<file path="src/rtl/wam_hole_ctl_pkg.sv">
// Shared definitions for the whack-a-mole hole controller.
//   hole_state_e : per-hole lifecycle state (2-bit encoding)
//   DEF_*        : default geometry and tick timings
//   sat_miss     : clamps a one-bit-wider miss total to the counter range
package wam_hole_ctl_pkg;

  typedef enum logic [1:0] {
    ST_IDLE  = 2'd0,
    ST_UP    = 2'd1,
    ST_FLASH = 2'd2,
    ST_COOL  = 2'd3
  } hole_state_e;

  localparam int DEF_N_HOLES     = 8;
  localparam int DEF_CNT_W       = 4;
  localparam int DEF_UP_TICKS    = 12;
  localparam int DEF_FLASH_TICKS = 3;
  localparam int DEF_COOL_TICKS  = 4;
  localparam int MISS_CNT_W      = 8;

  // The carry bit of the widened sum marks overflow; pin to all-ones instead of wrapping.
  function automatic logic [MISS_CNT_W-1:0] sat_miss(input logic [MISS_CNT_W:0] sum);
    return sum[MISS_CNT_W] ? {MISS_CNT_W{1'b1}} : sum[MISS_CNT_W-1:0];
  endfunction

endpackage

</file>
<file path="src/rtl/wam_hole_fsm.sv">
// One hole's mole lifecycle: IDLE -> UP -> (FLASH on hit) -> COOL -> IDLE.
// Ports:
//   clk, clr      : clock, synchronous active-low reset
//   tick          : game-tick strobe (may be held high)
//   spawn, tap    : one-cycle requests for this hole
//   holes/flash   : state decodes UP / FLASH
//   busy          : hole not IDLE
//   hit, miss     : registered one-cycle event pulses
//   miss_evt      : the miss pulse one cycle early, for the shared miss counter
module wam_hole_fsm
  import wam_hole_ctl_pkg::*;
#(
  parameter int CNT_W       = DEF_CNT_W,
  parameter int UP_TICKS    = DEF_UP_TICKS,
  parameter int FLASH_TICKS = DEF_FLASH_TICKS,
  parameter int COOL_TICKS  = DEF_COOL_TICKS
) (
  input  logic clk,
  input  logic clr,
  input  logic tick,
  input  logic spawn,
  input  logic tap,
  output logic holes,
  output logic flash,
  output logic busy,
  output logic hit,
  output logic miss,
  output logic miss_evt
);

  hole_state_e      state_q, state_d;
  logic [CNT_W-1:0] cnt_q, cnt_d;
  logic             hit_q, hit_d;
  logic             miss_q, miss_d;

  logic last_tick;
  assign last_tick = (cnt_q == CNT_W'(1));

  always_comb begin
    // NOTE: every signal gets a default before the case so no path leaves it unassigned (no latches).
    state_d = state_q;
    cnt_d   = cnt_q;
    hit_d   = 1'b0;
    miss_d  = 1'b0;
    case (state_q)
      ST_IDLE: begin
        // A tap arriving with the spawn is deliberately dropped: no mole is up yet.
        if (spawn) begin
          state_d = ST_UP;
          cnt_d   = CNT_W'(UP_TICKS);
        end
      end
      ST_UP: begin
        // Tap is tested before tick so a tap on the final tick scores a hit, not a miss.
        if (tap) begin
          state_d = ST_FLASH;
          cnt_d   = CNT_W'(FLASH_TICKS);
          hit_d   = 1'b1;
        end else if (tick) begin
          if (last_tick) begin
            state_d = ST_COOL;
            cnt_d   = CNT_W'(COOL_TICKS);
            miss_d  = 1'b1;
          end else begin
            cnt_d = cnt_q - CNT_W'(1);
          end
        end
      end
      ST_FLASH: begin
        if (tick) begin
          if (last_tick) begin
            state_d = ST_COOL;
            cnt_d   = CNT_W'(COOL_TICKS);
          end else begin
            cnt_d = cnt_q - CNT_W'(1);
          end
        end
      end
      ST_COOL: begin
        if (tick) begin
          if (last_tick) begin
            state_d = ST_IDLE;
            cnt_d   = '0;
          end else begin
            cnt_d = cnt_q - CNT_W'(1);
          end
        end
      end
      default: begin
        state_d = ST_IDLE;
        cnt_d   = '0;
      end
    endcase
  end

  always_ff @(posedge clk) begin
    // NOTE: flops use non-blocking assignments so every register samples pre-edge values.
    if (!clr) begin
      state_q <= ST_IDLE;
      cnt_q   <= '0;
      hit_q   <= 1'b0;
      miss_q  <= 1'b0;
    end else begin
      state_q <= state_d;
      cnt_q   <= cnt_d;
      hit_q   <= hit_d;
      miss_q  <= miss_d;
    end
  end

  assign holes    = (state_q == ST_UP);
  assign flash    = (state_q == ST_FLASH);
  assign busy     = (state_q != ST_IDLE);
  assign hit      = hit_q;
  assign miss     = miss_q;
  assign miss_evt = miss_d;

endmodule

</file>
<file path="src/rtl/wam_hole_ctl.sv">
// Whack-a-mole hole array: N_HOLES independent lifecycle FSMs plus a
// saturating count of missed moles.
// Ports:
//   clk, clr          : clock, synchronous active-low reset
//   tick              : game-tick strobe
//   spawn[N], tap[N]  : one-cycle per-hole requests / debounced taps
//   holes[N]          : mole visible
//   flash[N]          : hit mole flashing
//   busy[N]           : hole unavailable to the generator
//   hit[N], miss[N]   : one-cycle event pulses
//   miss_cnt[8]       : misses since reset, saturating at 255
module wam_hole_ctl
  import wam_hole_ctl_pkg::*;
#(
  parameter int N_HOLES     = DEF_N_HOLES,
  parameter int CNT_W       = DEF_CNT_W,
  parameter int UP_TICKS    = DEF_UP_TICKS,
  parameter int FLASH_TICKS = DEF_FLASH_TICKS,
  parameter int COOL_TICKS  = DEF_COOL_TICKS
) (
  input  logic                  clk,
  input  logic                  clr,
  input  logic                  tick,
  input  logic [N_HOLES-1:0]    spawn,
  input  logic [N_HOLES-1:0]    tap,
  output logic [N_HOLES-1:0]    holes,
  output logic [N_HOLES-1:0]    flash,
  output logic [N_HOLES-1:0]    busy,
  output logic [N_HOLES-1:0]    hit,
  output logic [N_HOLES-1:0]    miss,
  output logic [MISS_CNT_W-1:0] miss_cnt
);

  localparam int PC_W = $clog2(N_HOLES + 1);

  logic [N_HOLES-1:0]    miss_evt;
  logic [PC_W-1:0]       miss_pop;
  logic [MISS_CNT_W-1:0] miss_cnt_q, miss_cnt_d;

  for (genvar i = 0; i < N_HOLES; i++) begin : g_hole
    wam_hole_fsm #(
      .CNT_W      (CNT_W),
      .UP_TICKS   (UP_TICKS),
      .FLASH_TICKS(FLASH_TICKS),
      .COOL_TICKS (COOL_TICKS)
    ) u_fsm (
      .clk     (clk),
      .clr     (clr),
      .tick    (tick),
      .spawn   (spawn[i]),
      .tap     (tap[i]),
      .holes   (holes[i]),
      .flash   (flash[i]),
      .busy    (busy[i]),
      .hit     (hit[i]),
      .miss    (miss[i]),
      .miss_evt(miss_evt[i])
    );
  end

  // Counting the pre-register miss events keeps miss_cnt in step with the miss pulses.
  always_comb begin
    miss_pop = '0;
    for (int i = 0; i < N_HOLES; i++) begin
      miss_pop = miss_pop + PC_W'(miss_evt[i]);
    end
    miss_cnt_d = sat_miss({1'b0, miss_cnt_q} + (MISS_CNT_W + 1)'(miss_pop));
  end

  always_ff @(posedge clk) begin
    if (!clr) begin
      miss_cnt_q <= '0;
    end else begin
      miss_cnt_q <= miss_cnt_d;
    end
  end

  assign miss_cnt = miss_cnt_q;

endmodule

</file>
<file path="config.mk">
export PLATFORM = sky130hd
export DESIGN_NAME = wam_hole_ctl
export DESIGN_NICKNAME = d
export VERILOG_FILES = /design/src/rtl/wam_hole_ctl_pkg.sv /design/src/rtl/wam_hole_fsm.sv /design/src/rtl/wam_hole_ctl.sv
export SDC_FILE = /design/constraint.sdc
export NUM_CORES = 1
export LEC_CHECK = 0
export CAP_MARGIN = 20
export CORE_UTILIZATION = 45
export CTS_BUF_LIST = sky130_fd_sc_hd__clkbuf_2
export DETAILED_ROUTE_END_ITERATION = 10
export PLACE_DENSITY_LB_ADDON = 0.15
export SYNTH_ARGS = -nofsm -noshare
export SYNTH_HDL_FRONTEND = slang
export SYNTH_SLANG_ARGS = --single-unit
export TNS_END_PERCENT = 10
</file>
<file path="constraint.sdc">
create_clock -name clk -period 11.6 [get_ports clk]
set_input_delay 2.32 -clock clk [delete_from_list [all_inputs] [get_ports clk]]
set_output_delay 2.32 -clock clk [all_outputs]
set_load 0.02 [all_outputs]
</file>
==> results.yml, run 1 <==
outcome:
  status: "completed"
detailed_routing:
  viasPerCell: 5.65
  vias: 4235
  totalWireLength_um: 11000
  drt.antenna.violating_nets: 0
  wl_per_cell_um: 14.7
  firstDrtPassIters: 4
  drc: 0
  drt_iter0_drc: 174
floorplanning:
  pin_count: 67
  core_um2: 10500
  dieArea_um2: 11400
  initial_core_util: 0.472
  placementRows: 37
  chipWidth_um: 107
  dieHeight_um: 107
pwr:
  power.leakage_nw: 2.13
  p_comb_frac: 0.294
  p_sw_frac: 0.346
  total_power_w: 0.000659
  clkPwrFrac: 0.245
  p_switching_w: 0.000228
  p_seq_frac: 0.461
  ir_drop_mv: 0.0629
  p_per_area_nw_per_um2: 121
  internal_power_w: 0.000431
setup_path:
  crit_end: "miss_cnt[5]"
  cp-end-kind: "flop"
  ff2ff_setup_slack_ns: 7.02
  critPathKind: "input port to flop"
  cp_data_arrival_time_ns: 6.69
  required_ns: 12.03
  crit_start: "tick"
  crit_fanout: 58
  crit_path_start_kind: "input port"
  reg2reg_depth: 15
  r2r_start: "g_hole[0].u_fsm.cnt_q[0]"
  regToRegEndpoint: "miss_cnt[5]"
min_path:
  hold_depth: 2
  min_path_type: "flop to flop"
clocking:
  cts_max_level: 3
  numCtsBuffers: 9
  ctsResizeCount: 0
  numClockSinks: 72
  clkLatencyLatePin_ns: 0.54
  root_buffer: "clkbuf_2"
  cts_buffer_depth: 2
  cts_setup_buffers: 0
  clk_pin_slew_ns: 0.19
  cts_hold_buf: 0
  cts_tree: "built"
global_routing:
  first_global_vias: 3889
  antenna_found_initial: 1
  grt_max_degree: 59
  grt_pass1_wl_um: 18500
  track_usage: 0.202
  grt_remaining_overflow: 0
sta:
  setup_viol: 0
  tightestPinTransition_ns: 0.702
  setup_slack_ns: 5.34
  slew_headroom: 0.532
  worst_clock_skew_ns: 0.0318
  hold_viol_final: 0
  setup_tns_ns: 0
  rsz0062_at_grt: "false"
  fin_crit_ns: 6.26
  slew_violations: 0
  min_period_over_period: 0.539
  max_freq_mhz: 160
  holdWs_ns: 0.523
synthesis:
  synth_cell_types: 71
  synth_area_um2: 4960
  yosys_register_bits: 72
  synth_nets: 649
  syn_inst: 603
  ys_seq_area_frac: 0.291
  synth-edff-count: 0
  yosysWarnings: 0
  avgSynthCellArea_um2: 8.22
  synthArstFlopShare: 0
  ys.flop_type: "dfxtp_1"
layout:
  syn_to_final_growth_pct: 10.0
  fill_cells: 1011
  final_cell_mix: "dfxtp_1 (72), clkdlybuf4s50_1 (65), nor2_1 (42)"
  finalNetCount: 655
  drive_above_1_share: 0.0636
  layout_commonest_cell: "dfxtp_1"
placement:
  place.detailed.hpwl_um: 7650
  gp_congestion: 0.823
  port_buffers: 66
  place_worst_setup_slack_ns: 4.76
job:
  maxCapViolCount: 0
[layer usage]
metal / wire length (um) / GRT usage / up-vias
li1: - / - / 2122
met1: 5250 / 0.267 / 2012
met2: 5140 / 0.324 / 85
met3: 421 / 0.0286 / 16
met4: 195 / 0.0978 / 0
met5: 0 / 0 / -
[power by group through the flow]
stage,Sequential [W],Combinational (W),Clock [W]
finish,0.000304,0.000194,0.000162
global route,0.000309,0.000215,0.000180
CTS,0.000303,0.000195,0.000168
detailed placement,0.000308,0.000194,0
global placement,0.000307,0.000190,0
floorplan,0.000291,0.000169,0
[synth_stat cells, types with 4 or more instances]
cell | n | area, um^2
nand2b_1 | 10 | 62.6
buf_2 | 17 | 85.1
nand3_1 | 16 | 80.1
o21ai_0 | 33 | 165
o211ai_1 | 4 | 30.0
nor3_1 | 10 | 50.1
a311oi_1 | 9 | 78.8
xnor2_1 | 7 | 61.3
a31oi_1 | 10 | 62.6
a21oi_1 | 33 | 165
and3_1 | 9 | 56.3
o21a_1 | 15 | 113
o311ai_0 | 5 | 43.8
fa_1 | 5 | 100
dfxtp_1 | 72 | 1440
buf_4 | 42 | 315
mux2_2 | 4 | 45.0
nor2_1 | 42 | 158
nand3b_1 | 4 | 30.0
and4bb_1 | 6 | 75.1
ha_1 | 22 | 275
a221oi_1 | 4 | 35.0
mux2i_1 | 9 | 90.1
or3_1 | 4 | 25.0
inv_2 | 4 | 15.0
clkbuf_1 | 11 | 41.3
nand2_1 | 36 | 135
nor3b_1 | 8 | 60.1
o2111a_1 | 4 | 45.0
a21o_1 | 5 | 37.5
nor2b_1 | 32 | 200
a211oi_1 | 7 | 52.6
inv_1 | 41 | 154
o221ai_1 | 9 | 78.8
[final cells by class]
type	instances	area, um^2	share of cell area
Clock buffer	9	45.0	0.00825
Clock inverter	6	85.1	0.0156
Sequential cell	72	1440	0.264
Tap cell	136	170	0.0312
Inverter	45	169	0.0310
Multi-Input combinational cell	413	2870	0.526
Antenna cell	1	2.50	0.000459
Timing Repair Buffer	68	671	0.123
[sequential cells by signal, indices dropped and copies added (netlist names)]
name,flops
g_hole.u_fsm.hit,8
g_hole.u_fsm.cnt_q,32
g_hole.u_fsm.miss,8
g_hole.u_fsm.state_q,16
miss_cnt,8
[worst max-delay path, cell delays in order]
cell and delay, ns:
buf_2 0.08, buf_4 0.47, and4bb_4 0.36, nor4b_2 0.30
fa_1 0.49, inv_1 0.10, fa_1 0.45, fa_1 0.57
fa_1 0.19, inv_1 0.06, fa_1 0.40, a21o_1 0.19
a21o_1 0.24, nor2b_1 0.17, a211o_1 0.28
[stage by stage]
stage | cells | cell area, um^2 | utilization
2_1_floorplan | 603 | 4960 | -
3_3_place_gp | 734 | 5320 | 0.507
3_5_place_dp | 734 | 5320 | 0.507
4_1_cts | 749 | 5450 | 0.519
5_1_grt | 750 | 5460 | 0.519
6_report | 750 | 5460 | 0.519
[how the worst min path moves through the flow]
stage	from	to
4_1_cts	miss_cnt[7]	miss_cnt[7]
3_3_place_gp	g_hole[4].u_fsm.cnt_q[1]	g_hole[4].u_fsm.cnt_q[1]
2_1_floorplan	g_hole[4].u_fsm.cnt_q[1]	g_hole[4].u_fsm.cnt_q[1]
6_report	miss_cnt[7]	miss_cnt[7]
5_1_grt	miss_cnt[7]	miss_cnt[7]
3_5_place_dp	miss_cnt[7]	miss_cnt[7]
[kinds of logic (layout without fill, tap and decap cells)]
| group | after synthesis | in the layout | synth area share |
|---|---|---|---|
| xor+xnor | 7 | 7 | 0.0124 |
| flops | 72 | 72 | 0.291 |
| compound gates | 167 | 167 | 0.234 |
| simple gates | 198 | 198 | 0.227 |
| fa+ha+maj | 27 | 27 | 0.0757 |
| other cells | 0 | 1 | 0 |
| mux | 14 | 14 | 0.0303 |
| buf+inv | 118 | 128 | 0.130 |
No activity file was read; power rests on OpenSTA's default activity.
==> inputs of run 2 (changes only) <==
Clock period 11.6 ns to 6.1 ns, I/O delays scaled along.
==> run 2 against run 1 <==
Net effect:
- cell count up 0.13%
- critical path depth shrank 2
- sequential power is 90% higher
- first-iteration DRC count fell by 3.4%
- combinational power increased by 92%
- power up 76%
- critical path type unchanged
- critical endpoint unchanged
- highest routed layer unchanged
==> results.yml, run 2 (synthesized netlist as in run 1, its figures left out) <==
sta:
  tightestPinTransition_ns: 0.715
  rsz0062_at_grt: "false"
  worst_clock_skew_ns: 0.0239
  setup_slack_ns: 1.24
  slew_violations: 0
  max_freq_mhz: 206
  setup_tns_ns: 0
  setup_viol: 0
  fin_crit_ns: 4.86
  slew_headroom: 0.523
  min_period_over_period: 0.796
  holdWs_ns: 0.516
  hold_viol_final: 0
placement:
  port_buffers: 66
  gp_congestion: 0.819
  place.detailed.hpwl_um: 7880
  place_worst_setup_slack_ns: 0.664
outcome:
  status: "completed"
global_routing:
  antenna_found_initial: 0
  grt_max_degree: 44
  track_usage: 0.203
  grt_remaining_overflow: 0
  grt_pass1_wl_um: 18500
  first_global_vias: 3985
setup_path:
  crit_fanout: 7
  cp_data_arrival_time_ns: 5.28
  reg2reg_depth: 15
  cp-end-kind: "flop"
  required_ns: 6.52
  ff2ff_setup_slack_ns: 1.57
  critPathKind: "input port to flop"
  r2r_start: "g_hole[2].u_fsm.cnt_q[1]"
  crit_path_start_kind: "input port"
  regToRegEndpoint: "miss_cnt[5]"
clocking:
  clk_pin_slew_ns: 0.18
  ctsResizeCount: 0
  clkLatencyLatePin_ns: 0.51
  numCtsBuffers: 9
  cts_buffer_depth: 2
  numClockSinks: 72
  cts_setup_buffers: 0
  cts_max_level: 3
  root_buffer: "clkbuf_2"
  cts_hold_buf: 0
  cts_tree: "built"
detailed_routing:
  totalWireLength_um: 11000
  firstDrtPassIters: 7
  drt.antenna.violating_nets: 0
  wl_per_cell_um: 14.7
  viasPerCell: 5.65
  drc: 0
  vias: 4244
  drt_iter0_drc: 168
layout:
  final_core_util: 0.515
  finalNetCount: 656
  n_antenna_cell: 0
  top_register: "g_hole.u_fsm.cnt_q"
  layout_commonest_cell: "dfxtp_1"
  final_cell_mix: "dfxtp_1 (72), clkdlybuf4s50_1 (65), nor2_1 (42)"
  reg_top3: "g_hole.u_fsm.cnt_q x32, g_hole.u_fsm.state_q x16"
  largest_reg_flops: 32
  syn_to_final_growth_pct: 9.11
  drive_above_1_share: 0.0650
floorplanning:
  pin_count: 67
  placementRows: 37
  initial_core_util: 0.472
  core_um2: 10500
  dieArea_um2: 11400
  chipWidth_um: 107
  dieHeight_um: 107
min_path:
  min_path_type: "flop to flop"
  hold_depth: 2
  worstHoldStart: "miss_cnt[7]"
  holdPathEnd: "miss_cnt[7]"
job:
  maxCapViolCount: 0
pwr:
  ir_drop_mv: 0.114
  p_per_area_nw_per_um2: 215
  power.leakage_nw: 2.12
-- run 2: cell count changes in the layout (fill, tap and decap cells not counted), sizes merged --
cell and change:
buf +1, bufinv -2, clkbuf +2, clkinv +3, clkinvlp -2, diode -1
-- run 2: worst max-delay path by stage --
stage | startpoint | endpoint | depth (start not counted) | slack, ns
3_3_place_gp | tap[2] | miss_cnt[5] | 13 | 0.81
4_1_cts | tap[2] | miss_cnt[5] | 13 | 1.27
5_1_grt | tap[2] | miss_cnt[5] | 13 | 1.10
2_1_floorplan | tick | miss_cnt[5] | 15 | 1.22
3_5_place_dp | tap[2] | miss_cnt[5] | 13 | 0.66
6_report | tap[2] | miss_cnt[5] | 13 | 1.24
-- run 2: layer usage --
layer | vias up | wire length, um | global-route usage
met2 | 84 | 5100 | 0.329
met4 | 0 | 177 | 0.0675
met1 | 2023 | 5280 | 0.269
met5 | - | 0 | 0
li1 | 2123 | - | -
met3 | 14 | 483 | 0.0426
-- run 2: layout make-up --
cell class | instances | area, um^2
fill | 1025 | 5100
multi-input combinational | 413 | 2870
sequential | 72 | 1440
timing repair buffer | 69 | 678
tap | 136 | 170
inverter | 45 | 169
clock buffer | 11 | 55.1
clock inverter | 5 | 23.8
-- run 2: power breakdown --
| part | total, W | internal (W) | switching [W] |
|---|---|---|---|
| registers | 0.000577 | 0.000512 | 0.0000651 |
| clock network | 0.000213 | 0.0000532 | 0.000160 |
| logic | 0.000372 | 0.000176 | 0.000195 |
| total | 0.00116 | 0.000742 | 0.000420 |
-- run 2: metrics by stage --
stage | cell area (um^2) | cells | power, W
final | 5410 | 751 | 0.00116
after floorplan | 4960 | 603 | 0.000876
after CTS | 5410 | 751 | 0.00118
after global placement | 5330 | 735 | 0.000946
after global routing | 5410 | 751 | 0.00125
after detailed placement | 5330 | 735 | 0.000956
-- run 2: critical path, cell delays in order --
cell	delay, ns
clkdlybuf4s50_1	0.53
nor4b_2	0.36
fa_1	0.49
inv_1	0.13
fa_1	0.47
fa_1	0.57
fa_1	0.18
inv_1	0.05
fa_1	0.40
a21o_1	0.19
a21o_1	0.24
nor2b_1	0.17
a211o_1	0.28
